--- src/rtl/feature_sum_accum.sv ---
// Turns four corner beats of three integral-image lanes into a weighted Haar feature sum.
// Three cycles from last corner to result if weights are ready. Upstream stalls outside ACC/WAIT_W and the result is held until feat_ready.
module feature_sum_accum #(
  parameter int W_DATA   = 18,
  parameter int W_WEIGHT = 3,
  parameter int W_CNT    = 12,
  localparam int W_FEAT  = W_DATA + W_WEIGHT + 4
) (
  input  logic                       clk,
  input  logic                       rst,
  input  logic                       data_valid,
  output logic                       data_ready,
  input  logic [W_DATA-1:0]          data0,
  input  logic [W_DATA-1:0]          data1,
  input  logic [W_DATA-1:0]          data2,
  input  logic [1:0]                 data_eot,
  input  logic                       weight_valid,
  output logic                       weight_ready,
  input  logic signed [W_WEIGHT-1:0] weight0,
  input  logic signed [W_WEIGHT-1:0] weight1,
  input  logic signed [W_WEIGHT-1:0] weight2,
  output logic                       feat_valid,
  input  logic                       feat_ready,
  output logic signed [W_FEAT-1:0]   feat_data,
  output logic                       feat_stage_eot,
  output logic [W_CNT-1:0]           feat_idx,
  output logic                       err
);

  localparam int W_ACC = W_DATA + 2;

  typedef enum logic [1:0] {ACC, WAIT_W, MUL, OUT} state_t;

  state_t                     state;
  logic [1:0]                 corner;
  logic signed [W_ACC-1:0]    acc0, acc1, acc2;
  logic signed [W_WEIGHT-1:0] w0, w1, w2;
  logic                       stage_eot_r;
  logic                       beat_fire;
  logic                       last_beat;
  logic                       neg_corner;
  logic signed [W_ACC-1:0]    ext0, ext1, ext2;
  logic signed [W_FEAT-1:0]   feat_sum;

  assign data_ready   = (state == ACC);
  assign weight_ready = (state == WAIT_W);
  assign beat_fire    = data_valid && data_ready;
  assign last_beat    = data_eot[0] || (corner == 2'd3);
  // Corners 1 and 2 are the off-diagonal corners of the rectangle.
  assign neg_corner   = (corner == 2'd1) || (corner == 2'd2);
  assign ext0         = $signed({2'b00, data0});
  assign ext1         = $signed({2'b00, data1});
  assign ext2         = $signed({2'b00, data2});

  always_comb begin
    feat_sum = W_FEAT'(acc0) * W_FEAT'(w0)
             + W_FEAT'(acc1) * W_FEAT'(w1)
             + W_FEAT'(acc2) * W_FEAT'(w2);
  end

  always_ff @(posedge clk) begin
    if (!rst) begin
      state          <= ACC;
      corner         <= 2'd0;
      acc0           <= '0;
      acc1           <= '0;
      acc2           <= '0;
      w0             <= '0;
      w1             <= '0;
      w2             <= '0;
      stage_eot_r    <= 1'b0;
      feat_data      <= '0;
      feat_valid     <= 1'b0;
      feat_stage_eot <= 1'b0;
      feat_idx       <= '0;
      err            <= 1'b0;
    end else begin
      case (state)
        ACC: begin
          if (beat_fire) begin
            acc0 <= neg_corner ? acc0 - ext0 : acc0 + ext0;
            acc1 <= neg_corner ? acc1 - ext1 : acc1 + ext1;
            acc2 <= neg_corner ? acc2 - ext2 : acc2 + ext2;
            if (last_beat) begin
              state       <= WAIT_W;
              corner      <= 2'd0;
              stage_eot_r <= data_eot[1];
              // Early eot or a missing eot on the fourth corner are both framing faults.
              if (data_eot[0] != (corner == 2'd3)) err <= 1'b1;
            end else begin
              corner <= corner + 2'd1;
            end
          end
        end
        WAIT_W: begin
          if (weight_valid) begin
            w0    <= weight0;
            w1    <= weight1;
            w2    <= weight2;
            state <= MUL;
          end
        end
        MUL: begin
          feat_data      <= feat_sum;
          feat_stage_eot <= stage_eot_r;
          feat_valid     <= 1'b1;
          state          <= OUT;
        end
        OUT: begin
          if (feat_ready) begin
            feat_valid <= 1'b0;
            acc0       <= '0;
            acc1       <= '0;
            acc2       <= '0;
            feat_idx   <= feat_stage_eot ? '0 : feat_idx + 1'b1;
            state      <= ACC;
          end
        end
        default: state <= ACC;
      endcase
    end
  end

endmodule

--- config.mk ---
export PLATFORM = sky130hd
export DESIGN_NAME = feature_sum_accum
export DESIGN_NICKNAME = d
export VERILOG_FILES = /design/src/rtl/feature_sum_accum.sv
export SDC_FILE = /design/constraint.sdc
export NUM_CORES = 1
export LEC_CHECK = 0
export BUFFER_PORTS_ARGS = -buffer_cell sky130_fd_sc_hd__buf_2
export CORE_MARGIN = 2
export CORE_UTILIZATION = 40
export CTS_CLUSTER_SIZE = 25
export DETAILED_ROUTE_END_ITERATION = 16
export SYNTH_ARGS = -nofsm -noshare
export SYNTH_HDL_FRONTEND = slang
export SYNTH_SLANG_ARGS = --single-unit
--- constraint.sdc ---
create_clock -name clk -period 9.1 [get_ports clk]
set_input_delay 1.365 -clock clk [delete_from_list [all_inputs] [get_ports clk]]
set_output_delay 1.365 -clock clk [all_outputs]
set_load 0.01 [all_outputs]
==> results of run 1 <==
-- critical path, stage by stage, from the launching register on --
cell and delay [ps]:
dfxtp_1 440, clkinv_1 490, nor2_1 280, fa_1 470, fa_1 520, fa_1 530, fa_1 490, ha_1 300
ha_1 340, o21ai_0 140, o21a_1 200, nor3_1 520, nor4_1 190, o31ai_1 520, o221ai_1 200, xnor2_1 180
a21oi_1 80
-- layer usage --
metal | part of all wire [%] | vias to the layer above | routed length [um] | global-route usage (%)
met5 | 0 | - | 0 | 0
met4 | 3.4 | 0 | 1230 | 8.29
met3 | 2.7 | 62 | 961 | 2.79
met2 | 50 | 208 | 17900 | 34.7
met1 | 44 | 5517 | 15700 | 25.9
li1 | - | 5697 | - | -
-- path summary, 6_finish.rpt --
| check | startpoint | endpoint | depth (start not counted) |
|---|---|---|---|
| min | feat_data[15] | feat_data[15] | 2 |
| max reg2reg | w2[2] | feat_data[24] | 16 |
| min reg2reg | feat_data[15] | feat_data[15] | 2 |
| max | w2[2] | feat_data[24] | 16 |
-- kinds of logic after synthesis --
kind of cell             Yosys count  share of synthesized area (%)
AND/OR/NAND/NOR                  564                           19.9
AO/OA/AOI/OAI                    355                           15.9
adder cells (fa/ha/maj)          274                           32.9
buffers and inverters            182                           5.08
XOR/XNOR                         128                           8.11
flip-flops                       114                           16.5
multiplexers                      20                           1.48
-- flip-flops by register name, indices dropped and copies added (netlist names) --
| signal | cells |
|---|---|
| err | 1 |
| acc1 | 20 |
| feat_stage_eot | 1 |
| feat_idx | 12 |
| feat_valid | 1 |
| acc2 | 20 |
| stage_eot_r | 1 |
| w0 | 3 |
| w2 | 3 |
| feat_data | 25 |
| corner | 2 |
| state | 2 |
| w1 | 3 |
| acc0 | 20 |
-- power by group through the flow --
| stage | Combinational [mW] | Clock [mW] | Sequential [mW] |
|---|---|---|---|
| 5_1_grt | 2.62 | 0.759 | 0.930 |
| 6_report | 2.31 | 0.725 | 0.903 |
| 2_1_floorplan | 1.84 | 0 | 0.787 |
| 3_5_place_dp | 2.30 | 0 | 0.919 |
| 4_1_cts | 2.32 | 0.736 | 0.908 |
| 3_3_place_gp | 2.27 | 0 | 0.919 |
-- area by class of cell --
class	instances	area, um2	share of cell area, %
flip-flops and latches	114	2280	14.9
well taps	455	569	3.71
repair buffers	117	601	3.91
clock inverters	10	156	1.02
multi-input cells	1341	10800	70.6
clock buffers	22	464	3.02
diodes	2	5.00	0.0326
inverters	115	432	2.81
-- through the flow --
stage / util (%) / setup slack (ps)
floorplan: - / 3960
global placement: 43.0 / 3300
detailed placement: 43.0 / 3180
CTS: 44.8 / 3170
global route: 44.8 / 2720
finish: 44.8 / 3090
-- cell usage in the layout, fill, tap and decap left out, types with 15 or more instances in the layout --
cell	n
ha_1	123
xnor2_1	87
fa_1	150
nor2_1	168
a21oi_1	122
a21o_1	43
buf_2	111
nand2b_1	26
clkbuf_16	17
a211oi_1	15
and2_1	82
inv_1	113
o21ai_0	76
nor3_1	34
dfxtp_1	114
mux2i_1	16
nand2_1	145
nand3_1	25
nor2b_1	15
xor2_1	41
==> flow_metrics.py, run 1 <==
metrics = {
    "synth": {
        "syn_area_um2": 13800,
        "yosys.area.top_type_share_pct": 21.7,
        "count_leader_synth": "nor2_1",
        "synth-edff-count": 0,
        "post_synth_inst_count": 1637,
        "yosys_register_bits": 114,
        "ys.warnings.count": 0,
        "synthTopCellsByCount": "nor2_1 (168), fa_1 (150), nand2_1 (145)",
        "synth-main-ff-cell": "dfxtp_1",
        "synth_area_leader_cell": "fa_1",
        "synth_unique_cells": 71,
        "share_of_synthesized_flip_flops_with_an_asynchronous_set_or_reset_pct": 0,
        "postSynthAreaPerCell_um2": 8.44,
        "synth_nets": 1981,
        "yosys-top-cells-area": "fa_1 (22%), dfxtp_1 (17%), ha_1 (11%), xnor2_1 (5.5%), nor2_1 (4.6%)",
        "synth_seq_area_share_pct": 16.5,
    },
    "place": {
        "portBuffers": 111,
        "post-place-cells": 2142,
        "finalWeightedCongestion": 0.900,
        "detailed_place.area_um2": 14700,
        "dpl.hpwl_um": 29400,
    },
    "timing": {
        "rsz0062_at_grt": "no",
        "final.setup_skew_ps": 12.7,
        "slew_hr_pct": 11.0,
        "max_clk_rate_ghz": 0.166,
        "final.setup.tns_ps": 0,
        "report.final.setup_viol": 0,
        "worst_slew_pin_slew_ps": 1320,
        "min_period_ps": 6010,
        "final.hold.worst_slack_ps": 453,
        "finalHoldViolations": 0,
        "post-route-period-util_pct": 66.1,
        "number_of_max_slew_violations_in_the_final_report": 0,
    },
    "clocking": {
        "post_cts.repair.setup_buffers": 0,
        "cts_tree": "done",
        "clk_root_buffer_cell": "clkbuf_16",
        "tritoncts.num_buffers": 17,
        "worst_setup_hold_path_clk_slew_ps": 60,
        "cts-htree-levels": 4,
        "clk_latency_ps": 430,
        "max-clock-path-buffers": 2,
        "cts_num_sinks": 114,
        "post_cts.resized_instances": 0,
        "holdBufCountCts": 0,
    },
    "route": {
        "drt_wl_total_um": 35800,
        "via_count": 11500,
        "drt-initial-drc-count": 724,
        "post_drt_via_cell_ratio": 5.28,
        "drcViolationCount": 0,
        "detail_route.wl_per_cell_um": 16.5,
        "firstDrtPassIters": 5,
        "antenna_left": 0,
    },
    "floorplanning": {
        "std_cell_rows": 68,
        "core_area_um2": 34300,
        "pin_count": 112,
        "chipHeight_um": 190,
        "start_util_pct": 40.3,
        "dieWidth_um": 190,
        "design.die.area_um2": 36100,
    },
    "run": {
        "max_cap_violations": 0,
    },
    "setup_path": {
        "critical_path_arrival_ps": 6320,
        "worst_setup_path_start_kind": "register",
        "crit_fanout": 18,
        "worst_ep_required_time_ps": 9410,
        "r2r_slack_ps": 3090,
        "path_class": "reg -> reg",
        "worst_setup_path_end_kind": "register",
    },
    "final_layout": {
        "finalNetCount": 2050,
        "layout-area-overhead-vs-synth_pct": 11.1,
        "num-fill-cells": 3388,
        "drive_above_1_share_pct": 9.89,
        "finish.cell_count_without_fillers": 2176,
        "finalInstanceArea_um2": 15400,
    },
    "worst_hold_path": {
        "hold_path_class": "reg -> reg",
    },
    "pwr": {
        "internal_power_mw": 2.11,
        "share_comb_of_total_power_pct": 58.7,
        "p_total_mw": 3.94,
        "worst_ir_drop_vdd_uv": 115,
        "power.net_switching_mw": 1.83,
        "power_density_nw_per_um2": 256,
        "switching_share_pct": 46.5,
        "sequentialPowerShare_pct": 22.9,
        "clockPowerShare_pct": 18.4,
        "lkg_pwr_nw": 7.43,
    },
    "run_status": {
        "run_status": "completed",
    },
    "global_route": {
        "antenna_violations_before_repair": 3,
        "gr-usage-all-layers_pct": 20.3,
        "grt_first_pass_wirelength_um": 57500,
        "first_global_vias": 11000,
        "congestion_overflow_gr": 0,
        "grt_start_max_net_pins": 63,
    },
}
Power figures use the tool's default switching activity.
==> inputs of run 2 (changes only) <==
==> constraint.sdc (replaced) <==
create_clock -name clk -period 5 [get_ports clk]
set_input_delay 0.75 -clock clk [delete_from_list [all_inputs] [get_ports clk]]
set_output_delay 0.75 -clock clk [all_outputs]
set_load 0.01 [all_outputs]
==> run 2 against run 1 <==
Final cell count up 4.7%. Register-to-register slack worse by 3200 ps. Power is 98% higher. Critical path type unchanged. Sequential cell count unchanged. Sequential power up 72%. Core utilization up 3.5 points. The run now ends with setup timing left. First-iteration DRC count up 14%. Largest power group unchanged. Via count is 5.2% higher. Die area unchanged. Count of clock-buffer cells in the layout decreased by 3.
==> flow_metrics.py, run 2 (synthesis gave the netlist of run 1 again) <==
metrics = {
    "final_layout": {
        "multiInputGateArea_um2": 11200,
        "most-common-layout-cells": "nor2_1 (165), fa_1 (149), nand2_1 (142)",
        "finalNetCount": 2155,
        "largest_reg_flops": 25,
        "num_antenna_cells": 0,
        "finish.cell_count_without_fillers": 2279,
        "finalInstanceArea_um2": 16600,
        "largest-register": "feat_data",
        "num-fill-cells": 3308,
        "drive_above_1_share_pct": 18.6,
        "mostFrequentLayoutCell": "nor2_1",
        "final_util_pct": 48.3,
        "layout-area-overhead-vs-synth_pct": 19.8,
        "ff_latch_area_um2": 2300,
    },
    "timing": {
        "slew_hr_pct": 48.0,
        "number_of_max_slew_violations_in_the_final_report": 0,
        "post-route-period-util_pct": 101,
        "min_period_ps": 5060,
        "max_clk_rate_ghz": 0.197,
        "final.setup_skew_ps": 12.5,
        "postLayoutSetupSlackWorst_ps": -63.5,
        "report.final.setup_viol": 2,
        "finalHoldViolations": 0,
        "rsz0062_at_grt": "yes",
        "worst_slew_pin_slew_ps": 780,
        "final.hold.worst_slack_ps": 461,
    },
    "global_route": {
        "gr-usage-all-layers_pct": 20.9,
        "grt_first_pass_wirelength_um": 59900,
        "grt_start_max_net_pins": 63,
        "antenna_violations_before_repair": 0,
        "first_global_vias": 11500,
        "congestion_overflow_gr": 0,
    },
    "floorplanning": {
        "design.die.area_um2": 36100,
        "chipHeight_um": 190,
        "start_util_pct": 40.3,
        "dieWidth_um": 190,
        "std_cell_rows": 68,
        "pin_count": 112,
        "core_area_um2": 34300,
    },
    "pwr": {
        "lkg_pwr_nw": 7.99,
        "p_total_mw": 7.79,
        "power_density_nw_per_um2": 470,
        "worst_ir_drop_vdd_uv": 239,
    },
    "route": {
        "detail_route.wl_per_cell_um": 16.7,
        "post_drt_via_cell_ratio": 5.30,
        "drcViolationCount": 0,
        "drt_wl_total_um": 38000,
        "drt-initial-drc-count": 823,
        "firstDrtPassIters": 5,
        "antenna_left": 0,
        "via_count": 12100,
    },
    "setup_path": {
        "path_class": "reg -> reg",
        "crit_fanout": 9,
        "worst_setup_path_end_kind": "register",
        "worst_ep_required_time_ps": 5280,
        "worst_setup_path_start_kind": "register",
        "critical_path_arrival_ps": 5340,
    },
    "place": {
        "portBuffers": 111,
        "finalWeightedCongestion": 0.873,
        "dpl.hpwl_um": 30100,
        "detailed_place.area_um2": 15500,
        "post-place-cells": 2242,
    },
    "clocking": {
        "cts-htree-levels": 4,
        "clk_latency_ps": 430,
        "worst_setup_hold_path_clk_slew_ps": 60,
        "cts_num_sinks": 114,
        "tritoncts.num_buffers": 17,
        "max-clock-path-buffers": 2,
        "cts_tree": "done",
        "clk_root_buffer_cell": "clkbuf_16",
    },
    "run_status": {
        "run_status": "complete, but fails checks",
        "violations_in_the_final_reports": "setup timing",
    },
    "worst_hold_path": {
        "hold_path_class": "reg -> reg",
    },
    "run": {
        "max_cap_violations": 0,
    },
}
## run 2: final cells by class
class,count,area share [%]
clock inverter,13,1.04
tap,455,3.44
sequential,114,13.9
timing repair buffer,222,8.67
clock buffer,19,2.67
inverter,115,2.62
multi-input combinational,1341,67.7
## run 2: routing by layer
layer	wire (um)	GRT usage (%)	vias up
met5	0	0	-
met4	1040	6.80	0
met3	1110	2.07	56
met2	19600	37.5	233
met1	16200	26.3	5894
li1	-	-	5894
## run 2: repair_timing
action | in CTS | in global routing
pin swaps | 31 | 32
setup buffers | 1 | 4
resized for setup | 45 | 42
hold buffers | 0 | 0
setup endpoints to repair | 11 | 12
## run 2: final timing paths
check | from | end | slack, ps | depth (start not counted)
min reg2reg | feat_data[22] | feat_data[22] | 460 | 2
max reg2reg | w0[2] | feat_data[17] | -60 | 18
min | feat_data[22] | feat_data[22] | 460 | 2
max | w0[2] | feat_data[17] | -60 | 18
## run 2: worst max-delay path, cell delays in order (launching register included)
cell and delay [ps]:
dfxtp_2 340, buf_12 120, inv_1 70, fa_1 550
inv_2 40, fa_1 450, fa_1 460, ha_1 300
fa_1 530, ha_4 220, a211oi_4 220, nor4_2 80
or3_4 420, a311o_1 370, a311oi_2 340, buf_4 170
xnor2_1 50, mux2i_1 130, nor2_1 60
## run 2: report_power, final
group,switching [mW],internal [mW],leakage [nW]
Sequential,0.366,1.19,0.936
Combinational,2.70,2.20,6.75
Clock,0.525,0.809,0.300
Total,3.60,4.20,7.99
## run 2: stage by stage
stage | setup slack (ps) | setup TNS (ps)
final | -63.5 | -80.2
after global placement | -105 | -594
after detailed placement | -302 | -1680
after global routing | -245 | -1080
after CTS | 1.35 | 0
after floorplan | 7.93 | 0
